--- src/rtl/putb_rmw.sv ---
// Byte-store read-modify-write engine: reads a word, replaces one byte lane, writes it back.
// Define PUTB_TIMEOUT_EN to abort a bus phase after TIMEOUT cycles without mem_ack.
module putb_rmw #(
    parameter int AW      = 16,
    parameter int TIMEOUT = 255
) (
    input  logic          clk,
    input  logic          reset,
    input  logic          start,
    input  logic [AW-1:0] addr,
    input  logic [1:0]    byte_idx,
    input  logic [7:0]    din,
    output logic          busy,
    output logic          done,
    output logic          err,
    output logic [31:0]   word_out,
    output logic [AW-1:0] mem_addr,
    output logic          mem_req,
    output logic          mem_wr,
    output logic [31:0]   mem_wdata,
    input  logic [31:0]   mem_rdata,
    input  logic          mem_ack
);

    typedef enum logic [1:0] {IDLE, RD, WR, DONE} state_t;

    state_t      state;
    logic [1:0]  idx_q;
    logic [7:0]  din_q;
    logic [31:0] merged;
    logic        timed_out;

    if (TIMEOUT < 1) begin : g_timeout_chk
        $error("putb_rmw: TIMEOUT must be >= 1");
    end

    always_comb begin
        merged = mem_rdata;
        case (idx_q)
            2'd0:    merged[7:0]   = din_q;
            2'd1:    merged[15:8]  = din_q;
            2'd2:    merged[23:16] = din_q;
            default: merged[31:24] = din_q;
        endcase
    end

    // Write data is always the last merged word.
    assign mem_wdata = word_out;

`ifdef PUTB_TIMEOUT_EN
    localparam int CW = ($clog2(TIMEOUT + 1) > 8) ? $clog2(TIMEOUT + 1) : 8;
    logic [CW-1:0] wait_cnt;

    // Cleared while idle and on the RD->WR hand-off, so each phase gets a full budget.
    always_ff @(posedge clk) begin
        if (reset || state == IDLE || (state == RD && mem_ack))
            wait_cnt <= '0;
        else if (!mem_ack)
            wait_cnt <= wait_cnt + 1'b1;
    end

    assign timed_out = !mem_ack && (wait_cnt == CW'(TIMEOUT - 1));
`else
    assign timed_out = 1'b0;
    assign err       = 1'b0;
`endif

    always_ff @(posedge clk) begin
        if (reset) begin
            state    <= IDLE;
            busy     <= 1'b0;
            done     <= 1'b0;
            mem_req  <= 1'b0;
            mem_wr   <= 1'b0;
            mem_addr <= '0;
            word_out <= '0;
            idx_q    <= '0;
            din_q    <= '0;
`ifdef PUTB_TIMEOUT_EN
            err      <= 1'b0;
`endif
        end else begin
            done <= 1'b0;
`ifdef PUTB_TIMEOUT_EN
            err  <= 1'b0;
`endif
            case (state)
                IDLE: if (start) begin
                    mem_addr <= addr;
                    idx_q    <= byte_idx;
                    din_q    <= din;
                    state    <= RD;
                    busy     <= 1'b1;
                    mem_req  <= 1'b1;
                    mem_wr   <= 1'b0;
                end
                RD: if (mem_ack) begin
                    word_out <= merged;
                    state    <= WR;
                    mem_wr   <= 1'b1;
                end else if (timed_out) begin
                    state    <= IDLE;
                    busy     <= 1'b0;
                    mem_req  <= 1'b0;
`ifdef PUTB_TIMEOUT_EN
                    err      <= 1'b1;
`endif
                end
                WR: if (mem_ack) begin
                    state    <= DONE;
                    mem_req  <= 1'b0;
                    mem_wr   <= 1'b0;
                    done     <= 1'b1;
                end else if (timed_out) begin
                    state    <= IDLE;
                    busy     <= 1'b0;
                    mem_req  <= 1'b0;
                    mem_wr   <= 1'b0;
`ifdef PUTB_TIMEOUT_EN
                    err      <= 1'b1;
`endif
                end
                DONE: begin
                    state <= IDLE;
                    busy  <= 1'b0;
                end
                default: begin
                    state   <= IDLE;
                    busy    <= 1'b0;
                    mem_req <= 1'b0;
                    mem_wr  <= 1'b0;
                end
            endcase
        end
    end

endmodule

--- config.mk ---
export PLATFORM = sky130hd
export DESIGN_NAME = putb_rmw
export DESIGN_NICKNAME = d
export VERILOG_FILES = /design/src/rtl/putb_rmw.sv
export SDC_FILE = /design/constraint.sdc
export NUM_CORES = 1
export LEC_CHECK = 0
export ABC_AREA = 1
export CORE_UTILIZATION = 45
export DETAILED_ROUTE_END_ITERATION = 12
export PLACE_DENSITY_LB_ADDON = 0.1
export SLEW_MARGIN = 10
export SYNTH_ARGS = -nofsm -noshare
export SYNTH_HDL_FRONTEND = slang
export SYNTH_SLANG_ARGS = --single-unit
--- constraint.sdc ---
create_clock -name clk -period 3.65 [get_ports clk]
set_input_delay 0.73 -clock clk [delete_from_list [all_inputs] [get_ports clk]]
set_output_delay 0.73 -clock clk [all_outputs]
set_load 0.02 [all_outputs]
Yosys cells after proc, flatten, opt, wreduce, memory -nomap -nowiden. Cells that the tools add are included.

Register bits after elaboration: 64. Bits in latches: 0. Memory bits (writable): 0. ROM bits: 0. Input bits: 62. Output and inout port bits: 85. Word-level logic and storage cells: 48. Memories: 0.

Add/subtract/negate cells: 0. Multiply operators: 0. Divide/modulo/power cells: 0. Magnitude comparators: 0. Equal/unequal tests: 8. Shift operators: 0. Muxes and demuxes: 16. Bitwise logic cells: 2. Reductions and logical operators: 13.

Operators by type and width (number): $mux 8 (4); $pmux 2 s4 (1); $eq 2x2->1 const B (3); $mux 2 (3); $ne 2x2->1 const B (3); $reduce_and 2->1 (3); $reduce_and 3->1 (2); $mux 1 (5); $eq 2x1->1 const B (2); $logic_not 2->1 (2); $pmux 1 s2 (2); $reduce_and 4->1 (1); $reduce_or 2->1 (2); $pmux 1 s3 (1); $reduce_bool 3->1 (1); $reduce_or 3->1 (1); $not 1->1 (2); $reduce_bool 2->1 (1).

Longest topological paths before layout.
Word-level depth: 4. Mapped depth: 9. Gate-level depth less buffers: 8.

Least setup slack after synthesis. OpenSTA, ideal clock, no wires.

Path kind: input -> register. Start point: input port reset. End point: register word_out[23], in the netlist mem_wdata[23]. Setup time: 0.109 ns. Data arrival time: 1.327 ns. Slack: 2.214 ns. Stages on the path: 5. Path buffers: 2. Path through: buf_2 buf_1 nor2_1 nand2_1 inv_1.

RTL lines: start, declared (RTL line 8) `input logic reset,`; end signal, assigned (RTL line 98) `word_out <= merged;`; end, declared (RTL line 16) `output logic [31:0] word_out,`.

Worst setup path after layout.
Start point: input port mem_ack. End point: register word_out[12], in the netlist mem_wdata[12].

Word-level cells in the longest chain between the ends: 1.

RTL lines: start, declared (RTL line 22) `input logic mem_ack`; $reduce_and 2->1 (no line).

Every way passes these cells. A chain may end at the register's enable or synchronous reset.

==> impl_metrics.toml <==
[run_status]
outcome = "complete, no violations"

[clocking]
insertion_delay_ns = 0.35
clock_path_buffers = 2
cts-root-buf = "clkbuf_8"
cts.sinks = 64
numCtsBuffers = 9
path_clk_slew_ns = 0.08
cts_hold_buffers = 0
cts_tree = "yes"
post-cts-setup-buffer-count = 0
h-tree-depth = 3
cts-resized-gates = 0

[synthesis]
syn-cell-area_um2 = 3190
async_reset_ff_frac = 0
post-synth-top-count-cell = "nor2_1"
yosys_warnings = 0
synth.avg_cell_area_um2 = 6.69
ys.flop_type = "dfxtp_1"
synth_top_area_frac = 0.402
synthTopCellsByCount = "nor2_1, nand2_1, dfxtp_1"
synth_edf_count = 0
synth_seq_area_share = 0.402
synth_nets = 545
yosysTopAreaCell = "dfxtp_1"
synth-seq-cells = 64
synth.area.top_cells = "dfxtp_1, nor2_1, nand2_1"
synth_cell_type_count = 23
synthCells = 476

[detailed_routing]
dr.pass1.iters = 5
drcViolationCount = 0
ant_nets = 0
vias = 3156
drt_iter0_drc = 121
wl_per_cell_um = 11.8
avgViaCountPerCell = 4.62
wirelength_mm = 8.04

[layout]
antenna_cells = 0
fillers = 633
nets = 651
drive_above_1_share = 0.0545
design_area_um2 = 4610
area_growth_pct = 44.8

[place]
place.gp.congestion = 0.747
port_buffers = 145
dp_hpwl_mm = 5.66
dp_slack_ns = 1.17
placed_area_um2 = 4390

[setup_path]
end_kind = "flip-flop"
cpLargestDelayFamily = "buffers and inverters"
path_buf_inv = 3
critPathSlowestCell = "inv_2"
slowest_delay_ns = 0.71
critPathMaxFanout = 64
critPathRequiredTime_ns = 3.90
regToRegSetupSlack_ns = 1.54
worstPathCellList = "clkdlybuf4s50_1 > nand2_1 > inv_2 > nand3_1 > nand2_1 > inv_1"
crit_arrival_ns = 2.37
crit_type = "in2reg"
critPathLaunchType = "input pin"
cpMostUsedCell = "nand2_1"

[timing]
rsz0062_at_grt = "false"
setup_viol = 0
fin_crit_ns = 2.11
tightest_slew_ns = 0.986
maxSlewHeadroom = 0.341
hold_viol = 0
max_freq_ghz = 0.473
period_share = 0.579
fin_worst_skew_ns = 0.00835
drv_slew = 0
finalSetupTns_ns = 0
fin_ws_ns = 1.54

[floorplanning]
die_area_um2 = 7420
dieHeight_um = 86.1
core-area_um2 = 6830
io_pins = 147
row_count = 30
fp.dieW_um = 86.1
initial_core_util = 0.466

[global_routing]
grt_pass1_vias = 2846
grt_max_degree = 65
grt_first_pass_wirelength_mm = 12.9
gr-total-overflow = 0
antenna_found_initial = 0
track_usage = 0.223

[power]
power_density_nw_per_um2 = 745
p_leak_nw = 2.06
ir_drop_mv = 0.534

[min_path]
worst_hold_path_type = "reg2reg"

[flow_run]
maxCapViolCount = 0
==> worst paths after layout <==
check	start	to	cells after the start
worst max-delay path	mem_ack	mem_wdata[12]	6
worst min-delay path	busy	busy	2
worst max register to register	state[0]	din_q[5]	6
worst min register to register	busy	busy	2
==> layer usage <==
layer	up-vias	GRT usage	wire length, um
met4	0	0.0894	162
li1	1624	-	-
met5	-	0	0
met2	112	0.384	3940
met3	14	0.0789	612
met1	1406	0.252	3320
==> worst register-to-register path, stage by stage (launching register included) <==
cell and delay (ns):
dfxtp_1 0.42, inv_1 0.13, ha_1 0.25, nand2_1 0.59, inv_2 0.36, nor2_1 0.17
nor2_1 0.07
==> sequential cells by signal, indices dropped and copies added (netlist names) <==
signal / flops
mem_wr: 1
din_q: 8
mem_addr: 16
state: 2
mem_req: 1
mem_wdata: 32
done: 1
idx_q: 2
busy: 1
==> final cells by class <==
cell class                      count  area, um2  area share
Inverter                           50        188      0.0407
Multi-Input combinational cell    311       1350       0.292
Clock inverter                      7       96.3      0.0209
Clock buffer                        9        124      0.0269
Timing Repair Buffer              146       1460       0.316
Sequential cell                    64       1280       0.278
Tap cell                           96        120      0.0260
==> metrics by stage <==
stage	hold slack (ns)	power, mW	util	cells
finish	0.486	3.44	0.675	683
global route	0.508	3.69	0.675	683
CTS	0.490	3.46	0.675	683
detailed placement	0.471	2.79	0.643	667
global placement	0.463	2.74	0.643	667
floorplan	0.487	2.22	-	476
==> logic make-up after synthesis <==
| group | count (synthesis) | share of synthesized area |
|---|---|---|
| and+or+nand+nor | 268 | 0.337 |
| buffers and inverters | 101 | 0.176 |
| DFF | 64 | 0.402 |
| AOI/OAI and AO/OA | 35 | 0.0562 |
| adders and majority gates | 7 | 0.0275 |
| other | 1 | 0.00118 |
==> report_power, final <==
| group | internal, mW | leakage, nW | switching [mW] | total, mW |
|---|---|---|---|---|
| combinational | 0.734 | 1.43 | 0.937 | 1.67 |
| clock | 0.384 | 0.101 | 0.288 | 0.672 |
| sequential | 0.908 | 0.527 | 0.187 | 1.10 |
==> placed cells by master (no fill, tap or decap), drive strengths merged <==
cell / n
dfxtp: 64
a31o: 1
clkinvlp: 3
o21ai: 27
a21oi: 7
clkbuf: 9
conb: 1
nor3: 1
inv: 50
nand3: 36
clkinv: 2
or2: 1
bufinv: 2
clkdlybuf4s50: 145
nand2: 109
ha: 7
buf: 1
nor2: 121
Power figures use the tool's default switching activity.
==> variant 1: new RTL, same settings <==
Re-encode `state_t` (4 states) as one-hot, 4 bits wide.
--- a/src/rtl/putb_rmw.sv
+++ b/src/rtl/putb_rmw.sv
@@ -24,3 +24,3 @@
 
-    typedef enum logic [1:0] {IDLE, RD, WR, DONE} state_t;
+    typedef enum logic [3:0] {IDLE = 4'b0001, RD = 4'b0010, WR = 4'b0100, DONE = 4'b1000} state_t;
 
Formal check against the unedited RTL: same outputs for any inputs over 10 cycles, from zero or initial values and one cycle with reset high; not proved beyond that.
==> variant 1 against the unedited design <==
Routed wire length up 3.7%. Non-clock buffer count rose by 1. Worst setup slack worse by 140 ps. Core utilization up 1.1 points. Final area fell by 3.3%. Sequential cell count rose by 2. Clock skew fell by 1.1 ps. Hold slack lost 41 ps. Register-to-register slack worse by 60 ps. Fmax down 6.4%. Synthesized area down 2.5%. Global-route usage grew 0.61 points. Critical path type unchanged.
Power is not compared: it rests on default switching activity, and its combinational part moved more than twofold at a synthesized area within 25%.
==> variant 1: results (changes against the unedited design) <==
* Mapped Avg Cell Area at 7.36 um^2 (+10%)
* Largest net degree at the start of global routing at 54 (-17%)
* Total track usage at 23.0% (+0.61 points)
* Min-Delay Startpoint: mem_addr[7]
* Yosys cell types at 24 (+4.3%)
* First-pass GRT wire length at 12800 um (-0.32%)
* Clock skew at 7.21 ps (-1.15 ps)
* Dpl hpwl at 5730 um (+1.3%)
* Vias in the first global route at 2658 (-6.6%)
* Dpl cells at 587 (-12%)
* Post-Place Setup Slack at 1060 ps (-110 ps)
* CP arrival at 2450 ps (+80 ps)
* Final wirelength at 8330 um (+3.7%)
* DRT iter0 DRCs at 177 (+46%)
* Area after DPL at 4270 um^2 (-2.7%)
* Status: finished clean
* Crit-path max cell delay at 650 ps (-60 ps)
* Crit. Startpoint: start
* Clk buf depth at 2 (unchanged)
* Post-DR vias/cell at 5.00 (+8.2%)
* First-pass iteration count of the detailed router at 4 (-1)
* Ranking of synthesized cells by area: dfxtp_1 (43%), nand2_1 (10%), buf_4 (9.9%)
* Worst r2r src: state[0]
* GPL Wtd Cong at 0.884 (+18%)
* Synth cell count leaders: nand2_1 (84), dfxtp_1 (66), a21oi_1 (61)
* Max transition margin at 44.5% (+10 points)
* Synth Net Count at 484 (-11%)
* Top FF cell, synth: dfxtp_1
* Drt wl/cell at 13.8 um (+18%)
* Nets at 583 (-10%)
* Final worst path period share at 61.9% (+4.0 points)
* Post-synthesis sequential area ratio at 42.5% (+2.3 points)
* Critical path peak fanout at 53 (-17%)
* Clock transition at path regs at ~70 ps
-- variant 1: cell count changes after synthesis, sizes merged, moves of 4 or more --
cell    delta
nand2     -21
ha         -7
inv       -14
clkbuf     +4
a21oi     +54
nor2     -112
o21ai     +31
buf        +5
-- variant 1: cell type report --
class	count	area (um^2)
repair buffers	147	1470
flip-flops and latches	66	1320
fillers	575	2040
clock inverters	3	40.0
well taps	77	96.3
inverters	36	135
multi-input cells	261	1250
clock buffers	12	145
-- variant 1: path summary, 6_finish.rpt --
check / cells past startpoint / slack (ps) / to
min: 2 / 450 / mem_addr[7]
max reg2reg: 6 / 1480 / mem_wdata[30]
max: 4 / 1390 / mem_addr[10]
min reg2reg: 2 / 450 / mem_addr[7]
-- variant 1: worst max-delay path: cells and delay by family --
family / cells / cell delay, ps
buffers and inverters: 1 / 490
AO/OA/AOI/OAI: 2 / 580
AND/OR/NAND/NOR: 1 / 650
-- variant 1: kinds of logic (layout without fill, tap and decap cells) --
family,after synthesis,count (layout),synth area share [%]
AND/OR/NAND/NOR,139,139,19.7
flip-flops,66,66,42.5
buffers and inverters,95,198,17.1
other,1,1,0.121
AO/OA/AOI/OAI,121,121,20.6
-- variant 1: report_power, final --
part	leakage, nW	switching (mW)	internal, mW
registers	0.539	0.0307	0.763
clock network	0.0962	0.270	0.329
logic	1.04	0.192	0.160
-- variant 1: metal layers --
layer  part of all wire (%)  GRT usage, %  up-vias  routed length [um]
li1                       -             -     1545                   -
met1                     44          27.9     1355                3700
met2                     47          37.8       97                3950
met3                    6.4          6.23       12                 537
met4                    1.8          10.6        0                 147
met5                      0             0        -                   0
==> variant 2: new RTL, config.mk and constraints unchanged <==
Without the edit above. The option `PUTB_TIMEOUT_EN` is turned on by a define.
--- a/src/rtl/putb_rmw.sv
+++ b/src/rtl/putb_rmw.sv
@@ -2,2 +2,4 @@
 // Define PUTB_TIMEOUT_EN to abort a bus phase after TIMEOUT cycles without mem_ack.
+`define PUTB_TIMEOUT_EN
+
 module putb_rmw #(
Formal check against the unedited RTL: no difference found for any inputs over 10 cycles, from zero or initial values and one cycle with reset high; that may be too few to reach the edited logic, so the function may still have changed.
==> variant 2 against the unedited design <==
Register-to-register slack improved by 270 ps. Synthesized area is 8.2% higher. Highest routed layer unchanged. Worst setup slack worse by 110 ps. Sequential cell count rose by 9. First-iteration DRC count decreased by 26%. Routed wire length increased by 6.4%. Final area increased by 5.2%. Core utilization is 1.3 points lower.
Power is not compared: it rests on default switching activity, and its combinational part moved more than twofold at a synthesized area within 25%.
==> variant 2: results (changes against the unedited design) <==
* Post-DR vias/cell at 4.83 (+4.6%)
* CP arrival at 2450 ps (+80 ps)
* Vias in the first global route at 2909 (+2.2%)
* Synth cell count leaders: nand2_1 (82), dfxtp_1 (73), nor2_1 (63)
* Min-Delay Startpoint: wait_cnt[4]
* Dpl hpwl at 6250 um (+11%)
* PortBufs at 146 (+0.69%)
* Antenna cells at 0 (unchanged)
* Initial antenna violation count at 0 (unchanged)
* Post-synthesis sequential area ratio at 42.4% (+2.2 points)
* Hold endpoint: wait_cnt[4]
* Hold path depth at 1 (-1)
* Clock skew at 8.11 ps (-0.248 ps)
* Status: finished clean
* DRT iter0 DRCs at 89 (-26%)
* Ranking of synthesized cells by area: dfxtp_1 (42%), nand2_1 (8.9%), buf_4 (7.6%)
* Ys async rst share at 0% (unchanged)
* Post-synth EDFFs at 0 (unchanged)
* CTS Root Cell: clkbuf_8
* GPL Wtd Cong at 0.835 (+12%)
* Layout fillers at 621 (-1.9%)
* Reg2Reg Depth at 8 (+2)
* Share of cells above drive strength 1 at 6.48% (+1.0 points)
* Largest net degree at the start of global routing at 61 (-6.2%)
* Critical path peak fanout at 23 (-64%)
* Int Power at 1.42 mW
* Clock transition at path regs at ~70 ps
* First-pass iteration count of the detailed router at 4 (-1)
* Synth Net Count at 527 (-3.3%)
* Max transition margin at 34.4% (+0.24 points)
* Post-CTS Setup Inserts at 0 (unchanged)
* Drt wl/cell at 12.8 um (+8.5%)
* Worst r2r src: state[1]
* Nets at 636 (-2.3%)
* Leak at about 2.0 nW
* R2r setup slk at 1810 ps (+270 ps)
* Cts bufs inserted at 9 (unchanged)
* First-pass GRT wire length at 13400 um (+4.5%)
* Residual DRC at 0 (unchanged)
* Worst R2R End: mem_wdata[3]
* Yosys cell types at 27 (+17%)
* Clock latency on the worst-skew pair at 330 ps (-20 ps)
* Total track usage at 22.1% (-0.21 points)
* Hold Path Class: reg -> reg
variant 2: cell count changes in the layout (fill, tap and decap cells not counted), moves of 4 or more:
cell and delta:
a21oi_1 +7, dfxtp_1 +9, nand2_1 -26, nor2_1 -55, o211ai_1 +26, o211ai_2 +6
o21ai_0 +4
variant 2: power groups by stage:
| stage | Clock, mW | Sequential, mW | Combinational (mW) |
|---|---|---|---|
| CTS | 0.561 | 0.931 | 0.578 |
| global route | 0.599 | 0.940 | 0.630 |
| detailed placement | 0 | 0.948 | 0.576 |
| finish | 0.549 | 0.930 | 0.573 |
| floorplan | 0 | 0.999 | 0.291 |
| global placement | 0 | 0.946 | 0.567 |
variant 2: metal layers:
layer / track usage, % / vias to the layer above / wire length (um)
met5: 0 / - / 0
met4: 9.24 / 0 / 93
met3: 5.72 / 6 / 729
met2: 36.8 / 115 / 3950
met1: 27.2 / 1457 / 3780
li1: - / 1661 / -
variant 2: stage by stage:
step,std cells,setup slack (ps),hold slack (ps),total power [mW],cell area [um^2]
floorplan,459,2110,441,1.29,3450
global placement,656,1160,452,1.51,4690
detailed placement,656,1070,457,1.52,4690
CTS,670,1420,474,2.07,4850
global route,670,1270,489,2.17,4850
finish,670,1420,470,2.05,4850
variant 2: kinds of logic (layout without fill, tap and decap cells):
family / Yosys count / after routing / share of synthesized area (%)
AO/OA/AOI/OAI: 83 / 83 / 15.6
buffers and inverters: 106 / 218 / 16.7
flip-flops: 73 / 73 / 42.4
AND/OR/NAND/NOR: 191 / 191 / 23.2
adder cells (fa/ha/maj): 6 / 6 / 2.18
variant 2: worst max-delay path by stage:
stage                 start             to  slack, ps  cells after the start
global route        mem_ack  mem_wdata[29]       1270                      7
detailed placement  mem_ack   mem_wdata[3]       1070                      7
finish              mem_ack   mem_wdata[3]       1420                      7
floorplan           mem_ack  mem_wdata[10]       2110                      7
CTS                 mem_ack   mem_wdata[3]       1420                      7
global placement    mem_ack   mem_wdata[2]       1160                      7
variant 2: final cells by class:
type,count,share of cell area [%]
multi-input combinational,280,29.1
clock buffer,14,3.35
inverter,55,4.36
sequential,73,30.1
tap,99,2.55
timing repair buffer,149,30.6
variant 2: critical path: stages:
cell and delay [ps]:
clkdlybuf4s50_1 660, nand2_2 100, inv_2 330, buf_4 340
nand3_1 120, o211ai_1 100, inv_1 60
